==> src/rtl/stream_comp_if.sv <==
// Handshake and result bundle for the word-serial magnitude comparator.
// The master drives the operand stream; the slave is the comparator.
interface stream_comp_if #(
    parameter int N = 4
) ();
    logic         start;
    logic         signed_mode;
    logic [N-1:0] a_word;
    logic [N-1:0] b_word;
    logic         in_valid;
    logic         in_ready;
    logic         busy;
    logic         done;
    logic         agb;
    logic         aeb;
    logic         alb;

    modport master (
        output start, signed_mode, a_word, b_word, in_valid,
        input  in_ready, busy, done, agb, aeb, alb
    );

    modport slave (
        input  start, signed_mode, a_word, b_word, in_valid,
        output in_ready, busy, done, agb, aeb, alb
    );
endinterface

==> src/rtl/stream_comp.sv <==
// Word-serial magnitude comparator. Two N*K-bit operands arrive as K word
// pairs, most-significant word first. The first unequal pair fixes the
// outcome; the MSW may be compared as two's complement, every later word is
// compared unsigned. Result flags are registered and held between operations.
module stream_comp #(
    parameter int N = 4,
    parameter int K = 4
) (
    input  logic         clk,
    input  logic         rst_n,
    stream_comp_if.slave bus
);
    localparam int CW = (K > 1) ? $clog2(K) : 1;
    localparam logic [CW-1:0] LAST_IDX = CW'(K - 1);

    // Decision encoding: EQ also means "not yet decided".
    localparam logic [1:0] D_EQ = 2'b00;
    localparam logic [1:0] D_GT = 2'b01;
    localparam logic [1:0] D_LT = 2'b10;

    typedef enum logic [1:0] {
        S_IDLE = 2'd0,
        S_RUN  = 2'd1,
        S_DONE = 2'd2
    } state_t;

    // Compare one word pair; sgn selects two's-complement interpretation by
    // sign-extending both words one bit before a signed compare.
    function automatic logic [1:0] cmp_word(
        input logic [N-1:0] a,
        input logic [N-1:0] b,
        input logic         sgn
    );
        logic signed [N:0] ax;
        logic signed [N:0] bx;
        ax = {sgn & a[N-1], a};
        bx = {sgn & b[N-1], b};
        if (ax > bx) begin
            cmp_word = D_GT;
        end else if (ax < bx) begin
            cmp_word = D_LT;
        end else begin
            cmp_word = D_EQ;
        end
    endfunction

    state_t        r_state;
    logic [CW-1:0] r_cnt;
    logic [1:0]    r_dec;
    logic          r_sgn;
    logic          r_in_ready;
    logic          r_busy;
    logic          r_done;
    logic          r_agb;
    logic          r_aeb;
    logic          r_alb;

    logic [1:0]    w_cmp;
    logic [1:0]    w_final;
    logic          w_accept;

    // Compare the current pair; only the first accepted word may be signed.
    always_comb begin
        w_cmp = cmp_word(bus.a_word, bus.b_word, r_sgn & (r_cnt == CW'(0)));
    end

    // An earlier unequal pair wins; otherwise the current pair decides.
    always_comb begin
        w_final = D_EQ;
        if (r_dec != D_EQ) begin
            w_final = r_dec;
        end else begin
            w_final = w_cmp;
        end
    end

    // A pair is consumed only in RUN with both sides of the handshake high.
    always_comb begin
        w_accept = 1'b0;
        if (r_state == S_RUN) begin
            w_accept = bus.in_valid & r_in_ready;
        end else begin
            w_accept = 1'b0;
        end
    end

    // Control FSM with registered handshake, status and result outputs.
    always_ff @(posedge clk) begin
        if (!rst_n) begin
            r_state    <= S_IDLE;
            r_cnt      <= CW'(0);
            r_dec      <= D_EQ;
            r_sgn      <= 1'b0;
            r_in_ready <= 1'b0;
            r_busy     <= 1'b0;
            r_done     <= 1'b0;
            r_agb      <= 1'b0;
            r_aeb      <= 1'b0;
            r_alb      <= 1'b0;
        end else begin
            case (r_state)
                S_IDLE: begin
                    r_done <= 1'b0;
                    if (bus.start) begin
                        r_state    <= S_RUN;
                        r_sgn      <= bus.signed_mode;
                        r_cnt      <= CW'(0);
                        r_dec      <= D_EQ;
                        r_in_ready <= 1'b1;
                        r_busy     <= 1'b1;
                    end else begin
                        r_in_ready <= 1'b0;
                        r_busy     <= 1'b0;
                    end
                end
                S_RUN: begin
                    if (w_accept) begin
                        r_dec <= w_final;
                        if (r_cnt == LAST_IDX) begin
                            r_state    <= S_DONE;
                            r_in_ready <= 1'b0;
                            r_done     <= 1'b1;
                            r_agb      <= (w_final == D_GT);
                            r_aeb      <= (w_final == D_EQ);
                            r_alb      <= (w_final == D_LT);
                        end else begin
                            r_cnt <= r_cnt + CW'(1);
                        end
                    end else begin
                        r_state <= S_RUN;
                    end
                end
                S_DONE: begin
                    r_state    <= S_IDLE;
                    r_done     <= 1'b0;
                    r_busy     <= 1'b0;
                    r_in_ready <= 1'b0;
                end
                default: begin
                    r_state    <= S_IDLE;
                    r_done     <= 1'b0;
                    r_busy     <= 1'b0;
                    r_in_ready <= 1'b0;
                end
            endcase
        end
    end

    assign bus.in_ready = r_in_ready;
    assign bus.busy     = r_busy;
    assign bus.done     = r_done;
    assign bus.agb      = r_agb;
    assign bus.aeb      = r_aeb;
    assign bus.alb      = r_alb;

endmodule

==> src/flat_wrapper.sv <==
// flat-port wrapper written by rule: the top's interface ports become plain ports
module stream_comp_flat 
#(
    parameter int N = 4,
    parameter int K = 4
)
  (clk, rst_n, bus_start, bus_signed_mode, bus_a_word, bus_b_word, bus_in_valid, bus_in_ready, bus_busy, bus_done, bus_agb, bus_aeb, bus_alb);
  stream_comp_if #(.N(N)) bus_i ();
  input  logic clk;
  input  logic rst_n;
  input wire logic [$bits(bus_i.start)-1:0] bus_start;
  input wire logic [$bits(bus_i.signed_mode)-1:0] bus_signed_mode;
  input wire logic [$bits(bus_i.a_word)-1:0] bus_a_word;
  input wire logic [$bits(bus_i.b_word)-1:0] bus_b_word;
  input wire logic [$bits(bus_i.in_valid)-1:0] bus_in_valid;
  output wire logic [$bits(bus_i.in_ready)-1:0] bus_in_ready;
  output wire logic [$bits(bus_i.busy)-1:0] bus_busy;
  output wire logic [$bits(bus_i.done)-1:0] bus_done;
  output wire logic [$bits(bus_i.agb)-1:0] bus_agb;
  output wire logic [$bits(bus_i.aeb)-1:0] bus_aeb;
  output wire logic [$bits(bus_i.alb)-1:0] bus_alb;
  assign bus_i.start = bus_start;
  assign bus_i.signed_mode = bus_signed_mode;
  assign bus_i.a_word = bus_a_word;
  assign bus_i.b_word = bus_b_word;
  assign bus_i.in_valid = bus_in_valid;
  assign bus_in_ready = bus_i.in_ready;
  assign bus_busy = bus_i.busy;
  assign bus_done = bus_i.done;
  assign bus_agb = bus_i.agb;
  assign bus_aeb = bus_i.aeb;
  assign bus_alb = bus_i.alb;
  stream_comp #(.N(N), .K(K)) u_core (.clk(clk), .rst_n(rst_n), .bus(bus_i));
endmodule
==> config.mk <==
export PLATFORM = sky130hd
export DESIGN_NAME = stream_comp_flat
export DESIGN_NICKNAME = d
export VERILOG_FILES = /design/src/rtl/stream_comp_if.sv /design/src/rtl/stream_comp.sv /design/src/flat_wrapper.sv
export SDC_FILE = /design/constraint.sdc
export NUM_CORES = 1
export LEC_CHECK = 0
export ABC_AREA = 0
export CAP_MARGIN = 20
export CORE_MARGIN = 8
export CORE_UTILIZATION = 53
export CTS_BUF_LIST = sky130_fd_sc_hd__clkbuf_4
export DETAILED_ROUTE_END_ITERATION = 16
export PLACE_DENSITY = 0.95
export SLEW_MARGIN = 20
export SYNTH_ARGS = -nofsm -noshare
export SYNTH_HDL_FRONTEND = slang
export SYNTH_SLANG_ARGS = --single-unit
==> constraint.sdc <==
create_clock -name clk -period 4.05 [get_ports clk]
set_clock_uncertainty 0.15 [all_clocks]
set_input_delay 0.405 -clock clk [delete_from_list [all_inputs] [get_ports clk]]
set_output_delay 0.405 -clock clk [all_outputs]
set_load 0.01 [all_outputs]
## Yosys cells after proc, flatten, opt, wreduce, memory -nomap -nowiden

Index checks and enable logic that the tools add are counted.

- Add/sub/neg operators: 1
- $lt $le $gt $ge: 2
- Eq/ne operators: 9
- Mux-type cells: 19
- Bitwise gates (word level): 4
- Reduce and logical (&&, ||, !) cells: 13

Operators by type and width:

| kind | number |
|---|---|
| two-way mux 2 bit | 10 |
| one-hot mux 2 bit (2 select lines) | 3 |
| AND reduction 2 bit | 5 |
| zero test 2 bit | 3 |
| != test 2 bit, second input constant | 3 |
| AND reduction 3 bit | 2 |
| > comparator 5 bit | 1 |
| less-than comparator 5 bit | 1 |
| bitwise AND 1 bit | 4 |
| == test 2 x 1 -> 1 bit, second input constant | 2 |
| == test 2 bit, second input constant | 2 |
| two-way mux 1 bit | 4 |
| one-hot mux 1 bit (2 select lines) | 2 |
| AND reduction 4 bit | 1 |
| nonzero test 2 bit | 2 |
| != test 3 bit, second input constant | 1 |
| adder 2 x 1 -> 2 bit, second input constant | 1 |
| != test 2 x 1 -> 1 bit, second input constant | 1 |

- Register bits: 13
- Bits of input ports: 13
- Output and inout port bits: 6

## Depth between registers and ports, before layout

- Word-level depth: 9
- Gate-level depth with buffers: 6
- Mapped depth without buffers: 6

## Least setup slack after synthesis

No wires, ideal clock.

- Path type: input to register
- From: input bus_b_word[3]
- To: register u_core.r_alb (netlist: u_core.bus.alb)
- Setup time: 0.117 ns
- Arrival time: 1.790 ns
- Required time: 3.783 ns
- Setup slack: 1.992 ns
- Stages on the path: 6
- Buffers on the path: 0
- Path through: inv_1 -> ha_1 -> and4b_1 -> a211oi_2 -> mux2_2 -> a32o_1

- Longest elaborated chain between the ends: 6
- Elaborated cells on any way between the ends: 7

Ends and longest elaborated chain:

| element | line | source |
|---|---|---|
| from (decl) | flat_wrapper.sv:14 | `input wire logic [$bits(bus_i.b_word)-1:0] bus_b_word;` |
| bitwise AND 1 bit | stream_comp.sv:37 | `bx = {sgn & b[N-1], b};` |
| less-than comparator 5 bit | stream_comp.sv:40 | `end else if (ax < bx) begin` |
| two-way mux 2 bit | stream_comp.sv:40 |  |
| two-way mux 2 bit * | stream_comp.sv:38 | `if (ax > bx) begin` |
| two-way mux 2 bit * | stream_comp.sv:70 | `if (r_dec != D_EQ) begin` |
| == test 2 bit * | stream_comp.sv:125 | `r_alb <= (w_final == D_LT);` |
| to (signal assigned) | stream_comp.sv:125 |  |
| to (decl) | stream_comp.sv:56 | `logic r_alb;` |

Mark *: on every way between the ends. The rest lies on a longest branch, timed or not.
A chain may end at the register's enable or synchronous reset.

## Worst setup path after layout

- From: input bus_b_word[3]
- To: register u_core.r_dec[0]

- Longest elaborated chain between the ends: 6

Ends and longest elaborated chain:

| element | line | source |
|---|---|---|
| bitwise AND 1 bit | stream_comp.sv:37 |  |
| > comparator 5 bit * | stream_comp.sv:38 |  |
| two-way mux 2 bit * | stream_comp.sv:38 |  |
| two-way mux 2 bit * | stream_comp.sv:70 |  |
| two-way mux 2 bit * | stream_comp.sv:117 | `if (w_accept) begin` |
| one-hot mux 2 bit (2 select lines) * | stream_comp.sv:101 | `case (r_state)` |
| to (signal assigned) | stream_comp.sv:118 | `r_dec <= w_final;` |
| to (decl) | stream_comp.sv:49 | `logic [1:0] r_dec;` |

Mark *: on every way between the ends. The rest lies on a longest branch, timed or not. The select of a mux whose other input is x is not followed.

==> results.py <==
metrics = {
    "status": {
        "run_status": "complete, no violations",
    },
    "power": {
        "vdd_drop_max_mv": 0.257,
        "powerDensity_nw_per_um2": 290,
        "swShare": 0.265,
        "power.internal_uw": 206,
        "p_comb_frac": 0.198,
        "seqPwrFrac": 0.487,
        "net-switching-power_uw": 74.0,
        "p_leak_nw": 0.388,
        "clkPwrFrac": 0.315,
    },
    "cells_and_area": {
        "fin_area_um2": 966,
        "syn_to_final_growth_pct": 31.1,
        "diodes": 0,
        "drive_above_1_share": 0.106,
        "fin_util": 0.742,
        "finalNetCount": 124,
    },
    "place": {
        "pre_cts_ws_ps": 1370,
        "detailed_place_hpwl_um": 1400,
        "place.gp.congestion": 0.830,
        "dpl-instance-area_um2": 936,
        "io_buffers": 18,
    },
    "worst_setup_path": {
        "worstPathRequired_ps": 4090,
        "cp_max_fo": 4,
        "worst_path_max_delay_cell": "clkdlybuf4s50_1",
        "crit_chain": "clkdlybuf4s50_1 -> inv_1 -> ha_1 -> and4b_1 -> a211oi_2 -> mux2_2 -> a211oi_1",
        "criticalPathCategory": "input pin to flop",
        "startpoint_type": "input pin",
        "setup.worst_path.end_class": "flop",
        "cp.arrival_ps": 2450,
        "critPathMaxStageDelay_ps": 500,
    },
    "yosys": {
        "synthArstFlopShare": 0,
        "netlist_top_cells_area": "dfxtp_1, ha_1, a21oi_1",
        "yosysTopAreaCell": "dfxtp_1",
        "avgSynthCellArea_um2": 8.99,
        "syn_inst": 82,
        "synth_warnings": 0,
        "synth-edff-count": 0,
        "syn_nets": 101,
        "synth_top_flop_cell": "dfxtp_1",
        "synth_common_cells": "dfxtp_1, a21oi_1, inv_1",
        "synth_top_area_frac": 0.353,
        "synth.most_common_cell": "dfxtp_1",
        "ys_types": 30,
        "synth_seq_area_share": 0.353,
        "syn_area_um2": 737,
        "yosys_register_bits": 13,
    },
    "global_route": {
        "grt_pass1_vias": 708,
        "antenna_found_initial": 0,
        "grt_max_degree": 11,
        "track_usage": 0.139,
        "gr-total-overflow": 0,
        "grt_first_pass_wirelength_um": 3010,
    },
    "clocking": {
        "cts.clk_slew.worst_paths_ps": 80,
        "ctsHoldBuffers": 0,
        "cts_buffers": 3,
        "cts_setup_buffers": 0,
        "clock_sinks": 13,
        "cts_max_level": 1,
        "clk_latency_ps": 280,
        "cts_buffer_depth": 2,
        "cts-root-buf": "clkbuf_4",
        "cts_tree": "built",
        "post_cts_resized": 0,
    },
    "sta": {
        "setup_viol": 0,
        "tns_ps": 0,
        "final.setup.worst_slack_ps": 1640,
        "worst_slew_margin_rel": 0.683,
        "min_period_ps": 2410,
        "slew_viol_final": 0,
        "fmax_mhz": 416,
        "hold_viol_final": 0,
        "period_share": 0.594,
        "worst_pin_slew_ps": 475,
        "rsz0062_at_grt": "false",
    },
    "flow_run": {
        "max_cap_violations": 0,
    },
    "floorplan": {
        "die_area_um2": 2840,
        "start_util": 0.566,
        "die_y_um": 53.3,
        "io_pins": 19,
        "die-width_um": 53.3,
        "core-area_um2": 1300,
        "fp-row-count": 13,
    },
    "detailed_routing": {
        "first_pass_iters": 4,
        "drc": 0,
        "drt_iter0_drc": 4,
        "antenna_left": 0,
        "vias": 717,
        "viasPerCell": 6.03,
        "wl_per_cell_um": 15.7,
        "wirelength_um": 1870,
    },
    "min_path": {
        "hold_path.class": "flop to flop",
    },
}
## registers in the layout (all words and copies together), names as in the netlist
register	count
u_core.bus.in_ready	1
u_core.bus.agb	1
u_core.bus.busy	1
u_core.bus.done	1
u_core.r_dec	2
u_core.r_cnt	2
u_core.r_state	2
u_core.bus.alb	1
u_core.r_sgn	1
u_core.bus.aeb	1
## stage by stage
step	hold slack, ps	cells	power, mW
finish	301	119	0.280
global route	333	119	0.292
CTS	304	119	0.281
detailed placement	293	115	0.193
global placement	288	115	0.190
floorplan	326	82	0.169
## final cells by class
type / count / area [µm²]
Fill cell: 102 / 335
Tap cell: 15 / 18.8
Multi-Input combinational cell: 61 / 447
Inverter: 8 / 30.0
Clock buffer: 4 / 30.0
Sequential cell: 13 / 260
Timing Repair Buffer: 18 / 180
## per-layer routing
layer | GRT usage | vias to the layer above | routed length [µm]
met3 | 0.0280 | 5 | 85
met1 | 0.133 | 350 | 753
met5 | 0 | - | 0
met4 | 0.0756 | 0 | 38
met2 | 0.268 | 17 | 993
li1 | - | 345 | -
## path summary, 6_finish.rpt
kind	end	startpoint	slack, ps	cells past startpoint
setup / recovery	u_core.r_dec[0]	bus_b_word[3]	1640	7
hold / removal	u_core.bus.aeb	u_core.bus.aeb	300	2
setup reg to reg	u_core.bus.aeb	u_core.r_cnt[0]	2260	5
hold reg to reg	u_core.bus.aeb	u_core.bus.aeb	300	2
## critical path, delay by kind of cell
kind	cells	cell delay, ps
AO/OA/AOI/OAI	2	540
buffers and inverters	2	550
adder cells (fa/ha/maj)	1	340
multiplexers	1	390
AND/OR/NAND/NOR	1	220
## cell families (layout without fill, tap and decap cells)
| family | count (synthesis) | count (layout) | share of synthesized area |
|---|---|---|---|
| XOR/XNOR | 1 | 1 | 0.0119 |
| AND/OR/NAND/NOR | 29 | 29 | 0.224 |
| flip-flops | 13 | 13 | 0.353 |
| buffers and inverters | 8 | 30 | 0.0407 |
| AO/OA/AOI/OAI | 21 | 21 | 0.211 |
| multiplexers | 4 | 4 | 0.0577 |
| adder cells (fa/ha/maj) | 6 | 6 | 0.102 |
## power groups by stage
| stage | logic (mW) | clock network [mW] | registers (mW) |
|---|---|---|---|
| after floorplan | 0.0304 | 0 | 0.139 |
| after global placement | 0.0517 | 0 | 0.139 |
| after detailed placement | 0.0546 | 0 | 0.139 |
| after CTS | 0.0551 | 0.0901 | 0.136 |
| after global routing | 0.0603 | 0.0951 | 0.137 |
| final | 0.0553 | 0.0881 | 0.136 |
## cell usage in the layout (no fill, tap or decap), types with 4 or more instances in the layout
cell type	n
nor2_1	6
inv_1	7
dfxtp_1	13
ha_1	6
clkbuf_4	4
nand2_1	6
a21oi_1	7
clkdlybuf4s50_1	18
Power figures use the tool's default switching activity.
